$ cat src/rtl/wave_generator_param.sv
// Purpose: multi-mode periodic waveform generator (triangle, saw up, saw down, square).
// Latency: wave/cycle_start change on the same edge that advances phase; no extra stage.
// Backpressure: none; free-running whenever en is high, en low holds it at the start value.
module wave_generator_param #(
    parameter int WIDTH  = 8,
    parameter int STEP_W = 4
) (
    input  logic              clk,
    input  logic              rst_n,
    input  logic              en,
    input  logic [1:0]        mode,
    input  logic [WIDTH-1:0]  max_val,
    input  logic [STEP_W-1:0] step,
    output logic [WIDTH-1:0]  wave,
    output logic              cycle_start,
    output logic [1:0]        mode_active
);

    typedef enum logic [1:0] {
        MODE_TRI    = 2'd0,
        MODE_SAW_UP = 2'd1,
        MODE_SAW_DN = 2'd2,
        MODE_SQUARE = 2'd3
    } mode_e;

    // One guard bit so that phase + step never wraps before the compare.
    localparam int XW = WIDTH + 1;

    // Applied (shadow) configuration; only reloaded while idle or at a boundary.
    mode_e             cfg_mode_q, cfg_mode_d;
    logic [WIDTH-1:0]  cfg_max_q,  cfg_max_d;
    logic [STEP_W-1:0] cfg_step_q, cfg_step_d;

    // Waveform state.
    logic [WIDTH-1:0]  phase_q, phase_d;
    logic              dir_q,   dir_d;
    logic              cs_q,    cs_d;
    logic [WIDTH-1:0]  wave_q,  wave_d;

    // Arithmetic helpers.
    logic [XW-1:0]     st_x;
    logic [XW-1:0]     phase_x;
    logic [XW-1:0]     max_x;
    logic [XW-1:0]     sum_x;
    logic [WIDTH-1:0]  st_w;
    logic [WIDTH-1:0]  diff_w;
    logic [WIDTH-1:0]  start_val;
    logic              boundary;
    logic              load_cfg;

    // Effective step (zero means one) and the widened operands used for all compares.
    always_comb begin
        st_x = {{(XW-STEP_W){1'b0}}, cfg_step_q};
        if (cfg_step_q == '0) begin
            st_x = XW'(1);
        end
        phase_x   = {1'b0, phase_q};
        max_x     = {1'b0, cfg_max_q};
        sum_x     = phase_x + st_x;
        st_w      = st_x[WIDTH-1:0];
        diff_w    = phase_q - st_w;
        // Start value follows the live inputs: it is only used when they are being loaded.
        start_val = (mode == 2'd2) ? max_val : '0;
    end

    // Per-mode phase advance; flags the edge that closes a waveform period.
    always_comb begin
        phase_d  = phase_q;
        dir_d    = dir_q;
        boundary = 1'b0;
        if (en) begin
            case (cfg_mode_q)
                MODE_TRI, MODE_SQUARE: begin
                    if (dir_q) begin
                        if (sum_x >= max_x) begin
                            phase_d = cfg_max_q;
                            dir_d   = 1'b0;
                        end else begin
                            phase_d = sum_x[WIDTH-1:0];
                        end
                    end else begin
                        if (phase_x <= st_x) begin
                            boundary = 1'b1;
                        end else begin
                            phase_d = diff_w;
                        end
                    end
                end
                MODE_SAW_UP: begin
                    if (phase_q == cfg_max_q) begin
                        boundary = 1'b1;
                    end else if (sum_x >= max_x) begin
                        phase_d = cfg_max_q;
                    end else begin
                        phase_d = sum_x[WIDTH-1:0];
                    end
                end
                MODE_SAW_DN: begin
                    if (phase_q == '0) begin
                        boundary = 1'b1;
                    end else if (phase_x <= st_x) begin
                        phase_d = '0;
                    end else begin
                        phase_d = diff_w;
                    end
                end
                default: begin
                end
            endcase
        end
    end

    // Config reload and restart: while idle every cycle, while running only at a boundary.
    always_comb begin
        load_cfg   = !en || boundary;
        cfg_mode_d = cfg_mode_q;
        cfg_max_d  = cfg_max_q;
        cfg_step_d = cfg_step_q;
        cs_d       = boundary;
        if (load_cfg) begin
            cfg_mode_d = mode_e'(mode);
            cfg_max_d  = max_val;
            cfg_step_d = step;
        end
    end

    // Output sample computed from next state so wave leaves the block straight from a flop.
    always_comb begin
        if (load_cfg) begin
            wave_d = (mode_e'(mode) == MODE_SQUARE) ? max_val : start_val;
        end else if (cfg_mode_q == MODE_SQUARE) begin
            wave_d = dir_d ? cfg_max_q : '0;
        end else begin
            wave_d = phase_d;
        end
    end

    // State register; reset brings up a full-scale unit-step triangle.
    always_ff @(posedge clk or negedge rst_n) begin
        if (!rst_n) begin
            cfg_mode_q <= MODE_TRI;
            cfg_max_q  <= '1;
            cfg_step_q <= STEP_W'(1);
            phase_q    <= '0;
            dir_q      <= 1'b1;
            cs_q       <= 1'b0;
            wave_q     <= '0;
        end else begin
            cfg_mode_q <= cfg_mode_d;
            cfg_max_q  <= cfg_max_d;
            cfg_step_q <= cfg_step_d;
            cs_q       <= cs_d;
            wave_q     <= wave_d;
            if (load_cfg) begin
                phase_q <= start_val;
                dir_q   <= 1'b1;
            end else begin
                phase_q <= phase_d;
                dir_q   <= dir_d;
            end
        end
    end

    assign wave        = wave_q;
    assign cycle_start = cs_q;
    assign mode_active = cfg_mode_q;

endmodule

$ cat config.mk
export PLATFORM = sky130hd
export DESIGN_NAME = wave_generator_param
export DESIGN_NICKNAME = d
export VERILOG_FILES = /design/src/rtl/wave_generator_param.sv
export SDC_FILE = /design/constraint.sdc
export NUM_CORES = 1
export LEC_CHECK = 0
export ABC_CLOCK_PERIOD_IN_PS = 4500
export BUFFER_PORTS_ARGS = -buffer_cell sky130_fd_sc_hd__buf_2
export CAP_MARGIN = 25
export CORE_MARGIN = 5
export CORE_UTILIZATION = 35
export DETAILED_ROUTE_END_ITERATION = 7
export PLACE_DENSITY = 0.56
export SLEW_MARGIN = 20
export SYNTH_ARGS = -nofsm -noshare
export SYNTH_HDL_FRONTEND = slang
export SYNTH_SLANG_ARGS = --single-unit
$ cat constraint.sdc
create_clock -name clk -period 4.5 [get_ports clk]
set_input_delay 0.225 -clock clk [delete_from_list [all_inputs] [get_ports clk]]
set_output_delay 0.225 -clock clk [all_outputs]
set_load 0.005 [all_outputs]
==> impl_metrics.ini, run 1 <==
[finish]
nNetsFinal = 312
syn_to_final_growth_pct = 10.8
layout_common_cells = 29 x nand2_1, 27 x buf_2, 25 x o21ai_0, 22 x dfrtp_1, 19 x ha_1
n_antenna_cell = 0
drive_gt1_share_pct = 24.7
stdcell_area_um2 = 2640
final_common_cell = nand2_1

[setup_path]
cp_top_family = compound AO/OA/AOI/OAI gates
cp_slowest_stage_delay_ns = 0.44
path_cells = inv_1 > a31o_2 > ha_1 > fa_1 > nand2b_4 > a21oi_4 > and3_1 > xor2_1 > ha_1 > a21oi_1 > and3_1 > o21ai_0 > a21oi_2 > buf_4 > mux2_4 > a221oi_2 > o221ai_1
critPathSlowestCell = fa_1
crit_path_end_kind = flip-flop
crit_arrival_ns = 4.13
critPathBufInv = 2
critPathKind = flip-flop to flip-flop
start_kind = flip-flop
cp.required_ns = 4.62
critPathMaxFanout = 6

[global_routing]
gr-total-overflow = 0
track_usage_pct = 14.5
grt_max_degree = 33
antenna_found_initial = 0
grt_pass1_wl_um = 9850
grt_pass1_vias = 1873

[clocking]
htree_levels = 2
cts_sinks = 32
cts-buffers-inserted = 5
post_cts_resize_count = 0
root_buffer = clkbuf_8
cts_hold_buffers = 0
cts.clk_slew.worst_paths_ns = 0.07
cts_setup_buffers = 0
insertion_delay_ns = 0.29
cts_buffer_depth = 2
cts_tree = yes

[floorplan]
die_w_um = 92.4
start_util_pct = 35.4
die_y_um = 92.4
ios = 28
die_area_um2 = 8540
placeableCoreArea_um2 = 6720
rows = 30

[sta]
grt_setup_unrepaired = false
worst_pin_slew_ns = 0.759
min_period_ns = 4.00
finalHoldViolCount = 11
fin_skew_ns = 0.00985
holdWs_ns = -0.0106
clock.fmax_mhz = 250
drv_slew = 0
setup_viol = 0
finalCritPeriodShare_pct = 89.0
setup_ws_ns = 0.496
slew_headroom_pct = 49.3
tns_ns = 0

[logic_synthesis]
synth.distinct_cells = 57
postSynthAreaPerCell_um2 = 9.51
syn_inst = 250
syn_area_um2 = 2380
yosysSeqAreaShare_pct = 34.2
synth_seq_cells = 32
synth_edf_count = 0
async_reset_ff_share_pct = 100
ys.flop_type = dfrtp_1
yosysWarningCount = 0
syn-num-nets = 288

[routing]
drt_wl_total_um = 5880
viasPerCell = 5.44
drc_errors = 0
drt_pre_antenna_iters = 4
drtIter0Drc = 139
vias = 1930
antenna_left = 0
wl_per_cell_um = 16.6

[hold_path]
hold_class = primary input to asynchronous set/reset pin

[pwr]
p_sw_share_pct = 43.6
pwr-share-clk_pct = 12.6
p_int_mw = 0.964
leakage_nw = 1.20
power.density_nw_per_um2 = 648
netSwitchingPower_mw = 0.744
vdd_drop_max_mv = 0.232
comb_power_share_pct = 58.7
pwr-share-seq_pct = 28.7

[placed_design]
place_area_um2 = 2550
post-place-ws_ns = 0.296
place.gp.congestion = 0.925
portBuffers = 27
dpl.hpwl_um = 4560

[status]
outcome = finished with violations
violations = hold timing

[flow_run]
max_cap_viol_count = 0
-- worst reg2reg max path, cell delays in order, from the launching register on --
cell and delay, ns:
dfrtp_1 0.39, inv_1 0.11, a31o_2 0.27, ha_1 0.21, fa_1 0.44, nand2b_4 0.11
a21oi_4 0.06, and3_1 0.19, xor2_1 0.15, ha_1 0.34, a21oi_1 0.13, and3_1 0.15
o21ai_0 0.10, a21oi_2 0.23, buf_4 0.19, mux2_4 0.30, a221oi_2 0.28, o221ai_1 0.19
-- layer usage --
metal / routed length [um] / global-route usage, %
met5: 0 / 0
met4: 84 / 4.21
met3: 206 / 2.11
met2: 2850 / 23.1
met1: 2740 / 20.3
-- layout make-up --
| type | count | area, um^2 |
|---|---|---|
| timing repair buffer | 30 | 158 |
| sequential | 32 | 813 |
| fill | 656 | 4080 |
| multi-input combinational | 189 | 1420 |
| inverter | 16 | 60.1 |
| tap | 80 | 100 |
| clock buffer | 7 | 76.3 |
| clock inverter | 1 | 5.00 |
-- cell usage after synthesis (3+ instances only) --
cell type | number | area (um^2)
a21o_1 | 4 | 30.0
a21oi_2 | 3 | 26.3
and3_1 | 4 | 25.0
buf_2 | 6 | 30.0
buf_6 | 3 | 33.8
clkbuf_1 | 3 | 11.3
dfrtp_1 | 22 | 551
dfstp_2 | 10 | 263
ha_1 | 19 | 238
inv_1 | 16 | 60.1
mux2_2 | 3 | 33.8
mux2_4 | 3 | 45.0
nand2_1 | 29 | 109
nand2b_1 | 3 | 18.8
nand3_1 | 13 | 65.1
nand4_1 | 4 | 25.0
nor2_1 | 3 | 11.3
nor2b_1 | 5 | 31.3
o21ai_0 | 25 | 125
o21ai_1 | 3 | 15.0
o221ai_1 | 8 | 70.1
xnor2_1 | 12 | 105
xor2_1 | 5 | 43.8
-- through the flow --
step / hold slack (ns) / utilization, % / cells / power, mW
6_report: -0.0106 / 39.2 / 355 / 1.71
5_1_grt: 0.0531 / 39.2 / 355 / 1.85
4_1_cts: 0.0124 / 39.1 / 354 / 1.70
3_3_place_gp: 0.319 / 37.9 / 346 / 1.48
2_1_floorplan: -0.0706 / - / 250 / 1.26
3_5_place_dp: 0.325 / 37.9 / 346 / 1.48
-- power groups by stage --
stage	clock, mW	combinational, mW	sequential [mW]
final	0.215	1.00	0.490
after floorplan	0	0.807	0.450
after detailed placement	0	0.983	0.496
after CTS	0.221	0.991	0.491
after global routing	0.234	1.11	0.503
after global placement	0	0.983	0.493
-- sequential cells by signal (all words and copies together) (netlist names) --
| register | cells |
|---|---|
| wave | 8 |
| cfg_max_q | 8 |
| mode_active | 2 |
| cycle_start | 1 |
| phase_q | 8 |
| dir_q | 1 |
| cfg_step_q | 4 |
-- cells by family after synthesis --
logic type,after synthesis,share of synthesized area (%)
compound gates,66,20.2
xor+xnor,17,6.26
fa+ha+maj,21,11.7
buf+inv,29,6.00
flops,32,34.2
mux,8,4.26
simple gates,77,17.4
-- final timing paths --
check	start	end	slack [ns]	depth (start not counted)
worst min register to register	dir_q	dir_q	0.52	2
max in group asynchronous	rst_n	wave[5]	4.04	1
worst max register to register	cfg_step_q[1]	wave[3]	0.50	17
min in group clk	step[3]	cfg_step_q[3]	0.14	3
worst min-delay path	rst_n	wave[2]	-0.01	1
worst max-delay path	cfg_step_q[1]	wave[3]	0.50	17
Power figures use the tool's default switching activity.
==> inputs of run 2 (changes only) <==
--- a/config.mk
+++ b/config.mk
@@ -9,5 +9,4 @@
 export BUFFER_PORTS_ARGS = -buffer_cell sky130_fd_sc_hd__buf_2
 export CAP_MARGIN = 25
-export CORE_MARGIN = 5
 export CORE_UTILIZATION = 35
 export DETAILED_ROUTE_END_ITERATION = 7
==> constraint.sdc (replaced) <==
create_clock -name clk -period 4.5 [get_ports clk]
set_input_delay 0.225 -clock clk [delete_from_list [all_inputs] [get_ports clk]]
set_output_delay 0.225 -clock clk [all_outputs]
set_load 0.05 [all_outputs]
==> run 2 against run 1 <==
  * The flow still finishes with violations (hold timing)
  * First-iteration DRC count shrank 34%
  * Register-to-register slack lost 0.06 ns
  * Worst setup slack lost 0.063 ns
  * Global-route usage grew 3.2 points
  * Clock power grew 6%
  * Utilization grew 1.6 points
  * Clock skew shrank 0.0047 ns
  * Critical endpoint unchanged
  * Highest routed layer unchanged
==> impl_metrics.ini, run 2 (synthesis gave the netlist of run 1 again) <==
[status]
outcome = finished with violations
violations = hold timing

[global_routing]
track_usage_pct = 17.7
use_met2_pct = 29.7
busiest_layer = met2
gr-usage-met1_pct = 23.6
grtUsageMet3_pct = 2.36
antenna_found_initial = 0
grt_pass1_wl_um = 9700
gr-total-overflow = 0
grt_pass1_vias = 1910
grt_max_degree = 33

[sta]
min_period_ns = 4.07
clock.fmax_mhz = 246
drv_slew = 0
finalCritPeriodShare_pct = 90.4
tns_ns = 0
worst_pin_slew_ns = 0.809
finalHoldViolCount = 6
slew_headroom_pct = 45.9
holdWs_ns = -0.0103
setup_viol = 0
fin_skew_ns = 0.00516
grt_setup_unrepaired = false

[routing]
vias = 1913
viasPerCell = 5.45
drc_errors = 0
drt_pre_antenna_iters = 4
drtIter0Drc = 92
wl_per_cell_um = 16.9
antenna_left = 0
drt_wl_total_um = 5930

[pwr]
leakage_nw = 1.21
power.density_nw_per_um2 = 696
vdd_drop_max_mv = 0.237

[setup_path]
cp_slowest_stage_delay_ns = 0.45
critPathBufInv = 2
critPathMaxFanout = 9
critPathKind = flip-flop to flip-flop
critPathSlowestCell = fa_1
cp_num_cells = 17
start_kind = flip-flop
reg2reg_from = cfg_step_q[1]
cp_top_family = compound AO/OA/AOI/OAI gates
crit_arrival_ns = 4.20
cp.required_ns = 4.63
ff2ff_path_depth = 17
setup.worst_path.end = wave[3]
r2r_end = wave[3]
path_cells = inv_1 > a31o_2 > ha_1 > fa_1 > nand2b_4 > a21oi_4 > and3_1 > xor2_1 > ha_1 > a21oi_1 > and3_1 > o21ai_0 > a21oi_2 > buf_4 > mux2_4 > a221oi_2 > o221ai_1
crit_path_end_kind = flip-flop
r2r_setup_slack_ns = 0.43
crit_start = cfg_step_q[1]

[floorplan]
rows = 29
die_area_um2 = 7130
die_w_um = 84.4
start_util_pct = 36.8
die_y_um = 84.4
ios = 28
placeableCoreArea_um2 = 6460

[finish]
drive_gt1_share_pct = 25.2
final_util_pct = 40.8
multi_input_area_um2 = 1420
stdcell_area_um2 = 2640
nNetsFinal = 311
syn_to_final_growth_pct = 10.8
layout_common_cells = 29 x nand2_1, 27 x buf_2, 25 x o21ai_0, 22 x dfrtp_1, 19 x ha_1
final_common_cell = nand2_1
n_antenna_cell = 0
num-fill-cells = 639
seq_area_um2 = 813

[placed_design]
place_area_um2 = 2540
dpl.hpwl_um = 4520
place.gp.congestion = 0.846
portBuffers = 27

[clocking]
cts-buffers-inserted = 5
cts_hold_buffers = 0
htree_levels = 2
cts_tree = yes
root_buffer = clkbuf_8
cts_buffer_depth = 2
cts_sinks = 32
cts_setup_buffers = 0
cts.clk_slew.worst_paths_ns = 0.07
insertion_delay_ns = 0.28
post_cts_resize_count = 0

[hold_path]
hold_class = primary input to asynchronous set/reset pin

[flow_run]
max_cap_viol_count = 0
-- run 2: changes by cell type in the layout (fill, tap and decap cells not counted) --
cell / previous run / this run
buf_4: 3 / 2
clkbuf_1: 2 / 0
clkinv_2: 1 / 2
clkbuf_8: 5 / 6
-- run 2: routing by layer --
metal,part of all wire (%),wire [um]
met5,0,0
met4,1.3,76
met3,2.9,171
met2,48,2870
met1,47,2820
-- run 2: worst min path at each step --
stage                from            end  slack, ns  cells after the start
floorplan           rst_n  cfg_step_q[1]      -0.07                      0
global placement    rst_n        wave[0]       0.32                      1
detailed placement  rst_n        wave[0]       0.32                      1
CTS                 rst_n        wave[0]       0.02                      1
global route        rst_n        wave[0]       0.05                      1
finish              rst_n        wave[0]      -0.01                      1
-- run 2: area by class of cell --
cell class | count | area share (%)
multi-input combinational | 189 | 54.0
sequential | 32 | 30.9
timing repair buffer | 29 | 5.70
tap | 77 | 3.66
clock buffer | 6 | 3.13
inverter | 16 | 2.28
clock inverter | 2 | 0.380
-- run 2: report_power, final --
group | leakage, nW | internal, mW | switching [mW]
Clock | 0.0510 | 0.122 | 0.106
Combinational | 0.767 | 0.465 | 0.649
Sequential | 0.387 | 0.385 | 0.106
Total | 1.21 | 0.971 | 0.861
-- run 2: stage by stage --
step,worst slack [ns],power (mW),hold WS [ns],std cells
6_report,0.433,1.83,-0.0103,351
5_1_grt,0.125,1.97,0.0476,351
4_1_cts,0.433,1.84,0.0187,351
3_5_place_dp,0.442,1.60,0.324,343
3_3_place_gp,0.457,1.60,0.319,343
2_1_floorplan,0.838,1.37,-0.0706,250
